===== src/rtl/bp_be_cache_req_arbiter.sv =====
// Round-robin arbiter that shares the single D$-to-LCE cache-service request port among backend requesters.
// Exactly one request is outstanding at a time; completion returns to the owner as a one-cycle pulse.
module bp_be_cache_req_arbiter #(
  parameter int num_req_p    = 2,
  parameter int req_width_p  = 128,
  parameter int meta_width_p = 8
) (
  input  logic                              clk_i,
  input  logic                              reset_n_i,
  input  logic [num_req_p*req_width_p-1:0]  req_i,
  input  logic [num_req_p-1:0]              req_v_i,
  output logic [num_req_p-1:0]              req_ready_o,
  input  logic [num_req_p*meta_width_p-1:0] req_metadata_i,
  input  logic [num_req_p-1:0]              req_metadata_v_i,
  output logic [num_req_p-1:0]              complete_o,
  output logic [req_width_p-1:0]            cache_req_o,
  output logic                              cache_req_v_o,
  input  logic                              cache_req_ready_i,
  output logic [meta_width_p-1:0]           cache_req_metadata_o,
  output logic                              cache_req_metadata_v_o,
  input  logic                              cache_req_complete_i,
  output logic                              busy_o,
  output logic [$clog2(num_req_p)-1:0]      grant_id_o
);
  localparam int gid_w = $clog2(num_req_p);
  typedef logic [gid_w-1:0] gid_t;
  localparam gid_t last_id = gid_t'(num_req_p - 1);

  // state  | meaning
  // S_IDLE | arbitrating; ready offered to the round-robin winner
  // S_SEND | request held valid toward the LCE until it is accepted
  // S_META | metadata pending; emitted for one cycle once captured
  // S_WAIT | waiting for the LCE to finish the outstanding request
  typedef enum logic [1:0] {S_IDLE, S_SEND, S_META, S_WAIT} state_t;

  state_t                  state;
  gid_t                    last_grant;
  gid_t                    winner;
  logic                    win_v;
  logic                    meta_have;
  logic                    own_meta;
  logic [num_req_p-1:0]    grant_onehot;
  logic [req_width_p-1:0]  req_slot  [num_req_p];
  logic [meta_width_p-1:0] meta_slot [num_req_p];

  for (genvar i = 0; i < num_req_p; i++) begin : g_slot
    assign req_slot[i]  = req_i[i*req_width_p +: req_width_p];
    assign meta_slot[i] = req_metadata_i[i*meta_width_p +: meta_width_p];
  end

  // Scan upward from the slot after the last owner, wrapping at num_req_p.
  always_comb begin
    gid_t idx;
    idx    = last_grant;
    winner = last_grant;
    win_v  = 1'b0;
    for (int k = 0; k < num_req_p; k++) begin
      idx = (idx == last_id) ? '0 : idx + 1'b1;
      if (!win_v && req_v_i[idx]) begin
        win_v  = 1'b1;
        winner = idx;
      end
    end
  end

  // Ready is gated by reset so every output reads zero while reset is held.
  always_comb begin
    req_ready_o = '0;
    if (reset_n_i && state == S_IDLE && win_v) req_ready_o[winner] = 1'b1;
  end

  assign own_meta     = req_metadata_v_i[grant_id_o]
                      & ((state == S_SEND) | ((state == S_META) & ~cache_req_metadata_v_o));
  assign grant_onehot = {{(num_req_p-1){1'b0}}, 1'b1} << grant_id_o;
  assign busy_o       = (state != S_IDLE);

  always_ff @(posedge clk_i or negedge reset_n_i) begin
    if (!reset_n_i) begin
      state                  <= S_IDLE;
      last_grant             <= last_id;
      meta_have              <= 1'b0;
      grant_id_o             <= '0;
      cache_req_o            <= '0;
      cache_req_v_o          <= 1'b0;
      cache_req_metadata_o   <= '0;
      cache_req_metadata_v_o <= 1'b0;
      complete_o             <= '0;
    end else begin
      complete_o <= '0;
      // A later owner pulse before emission simply overwrites the held value.
      if (own_meta) begin
        cache_req_metadata_o <= meta_slot[grant_id_o];
        meta_have            <= 1'b1;
      end
      case (state)
        S_IDLE: begin
          if (win_v) begin
            cache_req_o   <= req_slot[winner];
            cache_req_v_o <= 1'b1;
            grant_id_o    <= winner;
            last_grant    <= winner;
            meta_have     <= 1'b0;
            state         <= S_SEND;
          end
        end
        S_SEND: begin
          if (cache_req_ready_i) begin
            cache_req_v_o          <= 1'b0;
            cache_req_metadata_v_o <= meta_have | own_meta;
            state                  <= S_META;
          end
        end
        S_META: begin
          if (cache_req_metadata_v_o) begin
            cache_req_metadata_v_o <= 1'b0;
            if (cache_req_complete_i) begin
              complete_o <= grant_onehot;
              state      <= S_IDLE;
            end else begin
              state <= S_WAIT;
            end
          end else if (own_meta) begin
            cache_req_metadata_v_o <= 1'b1;
          end
        end
        S_WAIT: begin
          if (cache_req_complete_i) begin
            complete_o <= grant_onehot;
            state      <= S_IDLE;
          end
        end
        default: state <= S_IDLE;
      endcase
    end
  end

endmodule


===== config.mk =====
export PLATFORM = sky130hd
export DESIGN_NAME = bp_be_cache_req_arbiter
export DESIGN_NICKNAME = d
export VERILOG_FILES = /design/src/rtl/bp_be_cache_req_arbiter.sv
export SDC_FILE = /design/constraint.sdc
export NUM_CORES = 1
export LEC_CHECK = 0
export ABC_AREA = 1
export CORE_AREA = 4 4 161 163
export DETAILED_ROUTE_END_ITERATION = 12
export DIE_AREA = 0 0 165 167
export SYNTH_ARGS = -nofsm -noshare
export SYNTH_HDL_FRONTEND = slang
export SYNTH_SLANG_ARGS = --single-unit

===== constraint.sdc =====
create_clock -name clk_i -period 1.95 [get_ports clk_i]
set_input_delay 0.585 -clock clk_i [delete_from_list [all_inputs] [get_ports clk_i]]
set_output_delay 0.585 -clock clk_i [all_outputs]
set_load 0.01 [all_outputs]

=== Word-level counts from Yosys, hierarchy flattened ===
Cells that the tools add are included.

* RAM bits: 0
* Word-level logic and storage cells: 86
* ROM bits: 0
* Latch bits: 0
* Register bits: 145
* Memories kept: 0

* Bitwise logic cells: 7
* Multiply operators: 0
* $add $sub $neg: 2
* Order comparisons: 7
* Reduce and logical (&&, ||, !) cells: 13
* Equal/unequal tests: 7
* Divide/modulo/power cells: 0
* Shift operators: 1
* Mux-type cells: 40

{| class="wikitable"
|+ Operators with widths
! cell !! number
|-
| 128-bit two-way mux || 3
|-
| 8-bit two-way mux || 3
|-
| 1-bit two-way mux || 21
|-
| 2-bit two-way mux || 8
|-
| 1-bit by 2-bit less-than comparator with 1-bit output, second input constant || 4
|-
| 2-bit != test, second input constant || 4
|-
| 2-bit one-hot mux with 4 select lines || 1
|-
| 2-bit nonzero test || 3
|-
| 2-bit == test, second input constant || 2
|-
| 2-bit greater-or-equal comparator, second input constant || 2
|-
| 1-bit logical AND || 4
|-
| 1-bit inverter with 2-bit output || 2
|-
| 1-bit one-hot mux with 2 select lines || 2
|-
| 2-bit one-hot mux with 2 select lines || 1
|-
| 2-bit AND reduction || 2
|-
| 4-bit AND reduction || 1
|-
| 3-bit AND reduction || 1
|-
| 1-bit adder, second input constant || 2
|-
| 1-bit AND || 2
|-
| 2-bit by 1-bit == test with 1-bit output, second input constant || 1
|-
| 2-bit zero test || 1
|-
| 1-bit OR || 2
|-
| 1-bit by 1-bit << shifter with 2-bit output, first input constant || 1
|-
| 1-bit demux with 1-bit select || 1
|-
| 3 further kinds || 3
|}

=== Depth between registers and ports, before layout ===
* Depth after elaboration: 13
* Mapped depth: 8
* Depth with buffers taken out: 7

=== Least setup slack after synthesis ===
OpenSTA, ideal clock, no wires.

* Path type: input to output
* Start point: input port req_v_i[0]
* End point: output port req_ready_o[1]
* Arrival time: 1337 ps
* Path buffers: 1
* Cell stages on the path: 6
* Path slack: 28 ps
* Cell sequence: nand2_1 > o21ai_1 > inv_1 > clkbuf_1 > nand2_1 > nor2_1

* Longest elaborated chain between the ends: 11
* Elaborated cells between the ends (all ways): 17
* Those cells by class: order compare: 2; mux: 11; reduce/logical: 4

{| class="wikitable"
|+ Ends and longest elaborated chain
! element !! RTL line !! source
|-
| start: declaration || 11 || <nowiki>input logic [num_req_p-1:0] req_v_i,</nowiki>
|-
| 1-bit two-way mux (not written as such) (2 in a row) || 59 || <nowiki>if (!win_v && req_v_i[idx]) begin</nowiki>
|-
| 1-bit two-way mux || 59 ||
|-
| 1-bit zero test || 59 ||
|-
| 1-bit logical AND || 59 ||
|-
| 1-bit two-way mux || 59 ||
|-
| 1-bit by 2-bit less-than comparator with 1-bit output (not written as such) or 1-bit greater-or-equal comparator (tied branches) || 69 || <nowiki>if (reset_n_i && state == S_IDLE && win_v) req_ready_o[winner] = 1'b1;</nowiki>
|-
| 1-bit logical AND (not written as such) || 69 ||
|-
| 1-bit two-way mux (not written as such) || 69 ||
|-
| 1-bit demux with 1-bit select || 69 ||
|-
| 2-bit two-way mux (*) || 69 ||
|-
| end: declaration || 12 || <nowiki>output logic [num_req_p-1:0] req_ready_o,</nowiki>
|}

Mark *: on every way between the ends. The rest lies on a longest branch, timed or not. The select of a mux whose other input is x is not followed.

=== Final worst setup path ===
Same ends and word-level chain as after synthesis.

==> impl_metrics.toml <==
[timing]
setup-tns-final_ps = -188
setup_slack_ps = -102
holdWs_ps = 66.4
grt_setup_unrepaired = "true"
period_share = 1.05
final-max-slew-violation-count = 0
post-route-min-period_ps = 2050
fmax_mhz = 487
fin_worst_skew_ps = 16.2
finalHoldViolations = 0
setup-violations-final = 2
slew_headroom = 0.354
worst_slew_pin_slew_ps = 968

[drt]
viasPerCell = 4.61
drc = 0
vias = 7237
drt_iter0_markers = 411
wirelength_microns = 28100
wl_per_cell_microns = 17.9
antenna_left = 0
first_pass_iters = 5

[placed_design]
pre_cts_ws_ps = -672
port-buffer-count = 423
place_hpwl_microns = 20000
gp_congestion = 0.822

[setup_path]
crit_type = "primary input to primary output"
timing.critical_path.required_ps = 1360
critPathMaxFanout = 4
worst_setup_path_end_kind = "primary output"
cp.arrival_ps = 1470
cp-start-kind = "primary input"

[clock_network]
clk_pin_slew_ps = 70
cts.path.max_buffers = 2
clock-root-buffer = "clkbuf_16"
clk_latency_ps = 420
cts_buffers = 17
postCtsHoldBufs = 0
cts_num_sinks = 145
htreeDepth = 4
cts_tree = "built"

[synth]
synth-async-reset-ratio = 1.00
syn_avg_cell_area_sq_um = 8.09
synth_enable_flop_cells = 0
ys_top_cells_by_count = "a21oi_1, nand2_1, dfrtp_1"
synth_ff_type = "dfrtp_1"
synth_nets = 1098
yosysUniqueCellTypes = 17
synth_top_cell_by_area = "dfrtp_1"
postSynthCellCount = 818
synth_most_common_cell = "a21oi_1"
synth_area_leaders = "dfrtp_1, a21oi_1, nand2_1"
ys_ff_latch = 145
yosysWarnings = 0
syn-cell-area_sq_um = 6620
synth_top_area_frac = 0.545
synth-seq-area-share = 0.549

[floorplan]
io_pins = 424
core_sq_um = 24300
dieArea_sq_um = 27600
die_y_microns = 167
num_rows = 57
fp.dieW_microns = 165
floorplan.initialDensity = 0.272

[power]
power_frac_comb = 0.519
seqPwrFrac = 0.301
p_int_w = 0.0106
power_density_nw_per_um2 = 1490
power.share.clock = 0.180
max-vdd-ir-drop_mv = 0.638
switching_share = 0.405
p_leak_nw = 5.66
p_sw_w = 0.00723

[flow_run]
max_cap_viol_count = 0

[global_route]
grt_pass1_vias = 7300
grt-ovfl-total = 0
antenna_found_initial = 1
grt_pass1_wl_microns = 41500
grtUsageTotal = 0.192
grt_max_degree = 107

[min_path]
hp-class = "primary input to async pin"

[run_status]
failed_checks = "setup timing"
status = "complete, but fails checks"

[cells_and_area]
final_net_count = 1510
final_util = 0.492
area_growth_pct = 80.9
drive_gt1_frac = 0.0579
==> logic make-up after synthesis <==
family,share of synthesized area
buffers and inverters,0.0581
AOI/OAI and AO/OA,0.201
DFF,0.549
and+or+nand+nor,0.193
==> stage by stage <==
| stage | power [W] | instance area, sq um | cells |
|---|---|---|---|
| final | 0.0179 | 12000 | 1569 |
| after global routing | 0.0193 | 12000 | 1568 |
| after CTS | 0.0183 | 11700 | 1565 |
| after detailed placement | 0.0151 | 11200 | 1531 |
| after global placement | 0.0150 | 11200 | 1531 |
| after floorplan | 0.0100 | 6620 | 818 |
==> power groups by stage <==
| stage | Combinational (W) | Sequential (W) | Clock, W |
|---|---|---|---|
| floorplan | 0.00398 | 0.00604 | 0 |
| global placement | 0.00960 | 0.00542 | 0 |
| detailed placement | 0.00967 | 0.00546 | 0 |
| CTS | 0.00955 | 0.00543 | 0.00331 |
| global route | 0.0102 | 0.00557 | 0.00345 |
| finish | 0.00926 | 0.00538 | 0.00321 |
==> path summary, 6_finish.rpt <==
kind	from	endpoint	slack [ps]	cells after the start
max in group asynchronous	reset_n_i	cache_req_o[91]	700	3
hold / removal	reset_n_i	cache_req_o[52]	70	2
setup reg to reg	state[1]	cache_req_o[43]	30	8
setup / recovery	req_v_i[0]	req_ready_o[1]	-100	7
min in group clk_i	cache_req_v_o	cache_req_v_o	460	2
hold reg to reg	cache_req_v_o	cache_req_v_o	460	2
==> routing by layer <==
layer  vias to the layer above  track usage  wire length (microns)
met5                         -            0                      0
met4                         0       0.0615                    726
met3                        37       0.0774                   2810
met2                       292        0.333                  13900
met1                      3397        0.214                  10700
li1                       3511            -                      -
==> registers in the layout (all words and copies together), names as in the netlist <==
signal                  count
cache_req_v_o               1
state                       2
last_grant                  1
cache_req_o               128
meta_have                   1
grant_id_o                  1
cache_req_metadata_v_o      1
complete_o                  2
cache_req_metadata_o        8
==> area by class of cell <==
class	count	area [sq um]
clock buffers	20	447
clock inverters	12	123
repair buffers	452	4670
inverters	13	53.8
well taps	324	405
diodes	2	5.00
multi-input cells	601	2640
fillers	2361	12400
flip-flops and latches	145	3630
==> repair_timing <==
action / CTS / global route
gates cloned: 0 / 1
gates resized for setup: 48 / 84
setup buffers: 2 / 1
pin swaps: 3 / 1
endpoints found under the setup margin: 160 / 203
==> cell usage in the layout, fill, tap and decap left out, drive strengths merged <==
cell type      Yosys  layout
nor2             134     134
clkdlybuf4s50      0     309
buf               51      32
diode              0       2
nand2            198     198
o211ai             1       1
clkinv             0       4
bufinv             0       1
dlymetal6s2s       0      79
clkbuf             8      21
clkinvlp           0       3
nor3               1       1
o21ai              6       6
dlygate4sd2        0      31
inv               13      17
dfstp              1       1
dfrtp            144     144
nand3              4       4
a21oi            257     257
==> worst max-delay path, cell delays in order <==
cell and delay, ps:
dlygate4sd2_1 260, buf_4 150, o21ai_4 200, inv_4 50, nand2_2 60, nor2_1 40
buf_2 130
No activity file was read; power rests on OpenSTA's default activity.
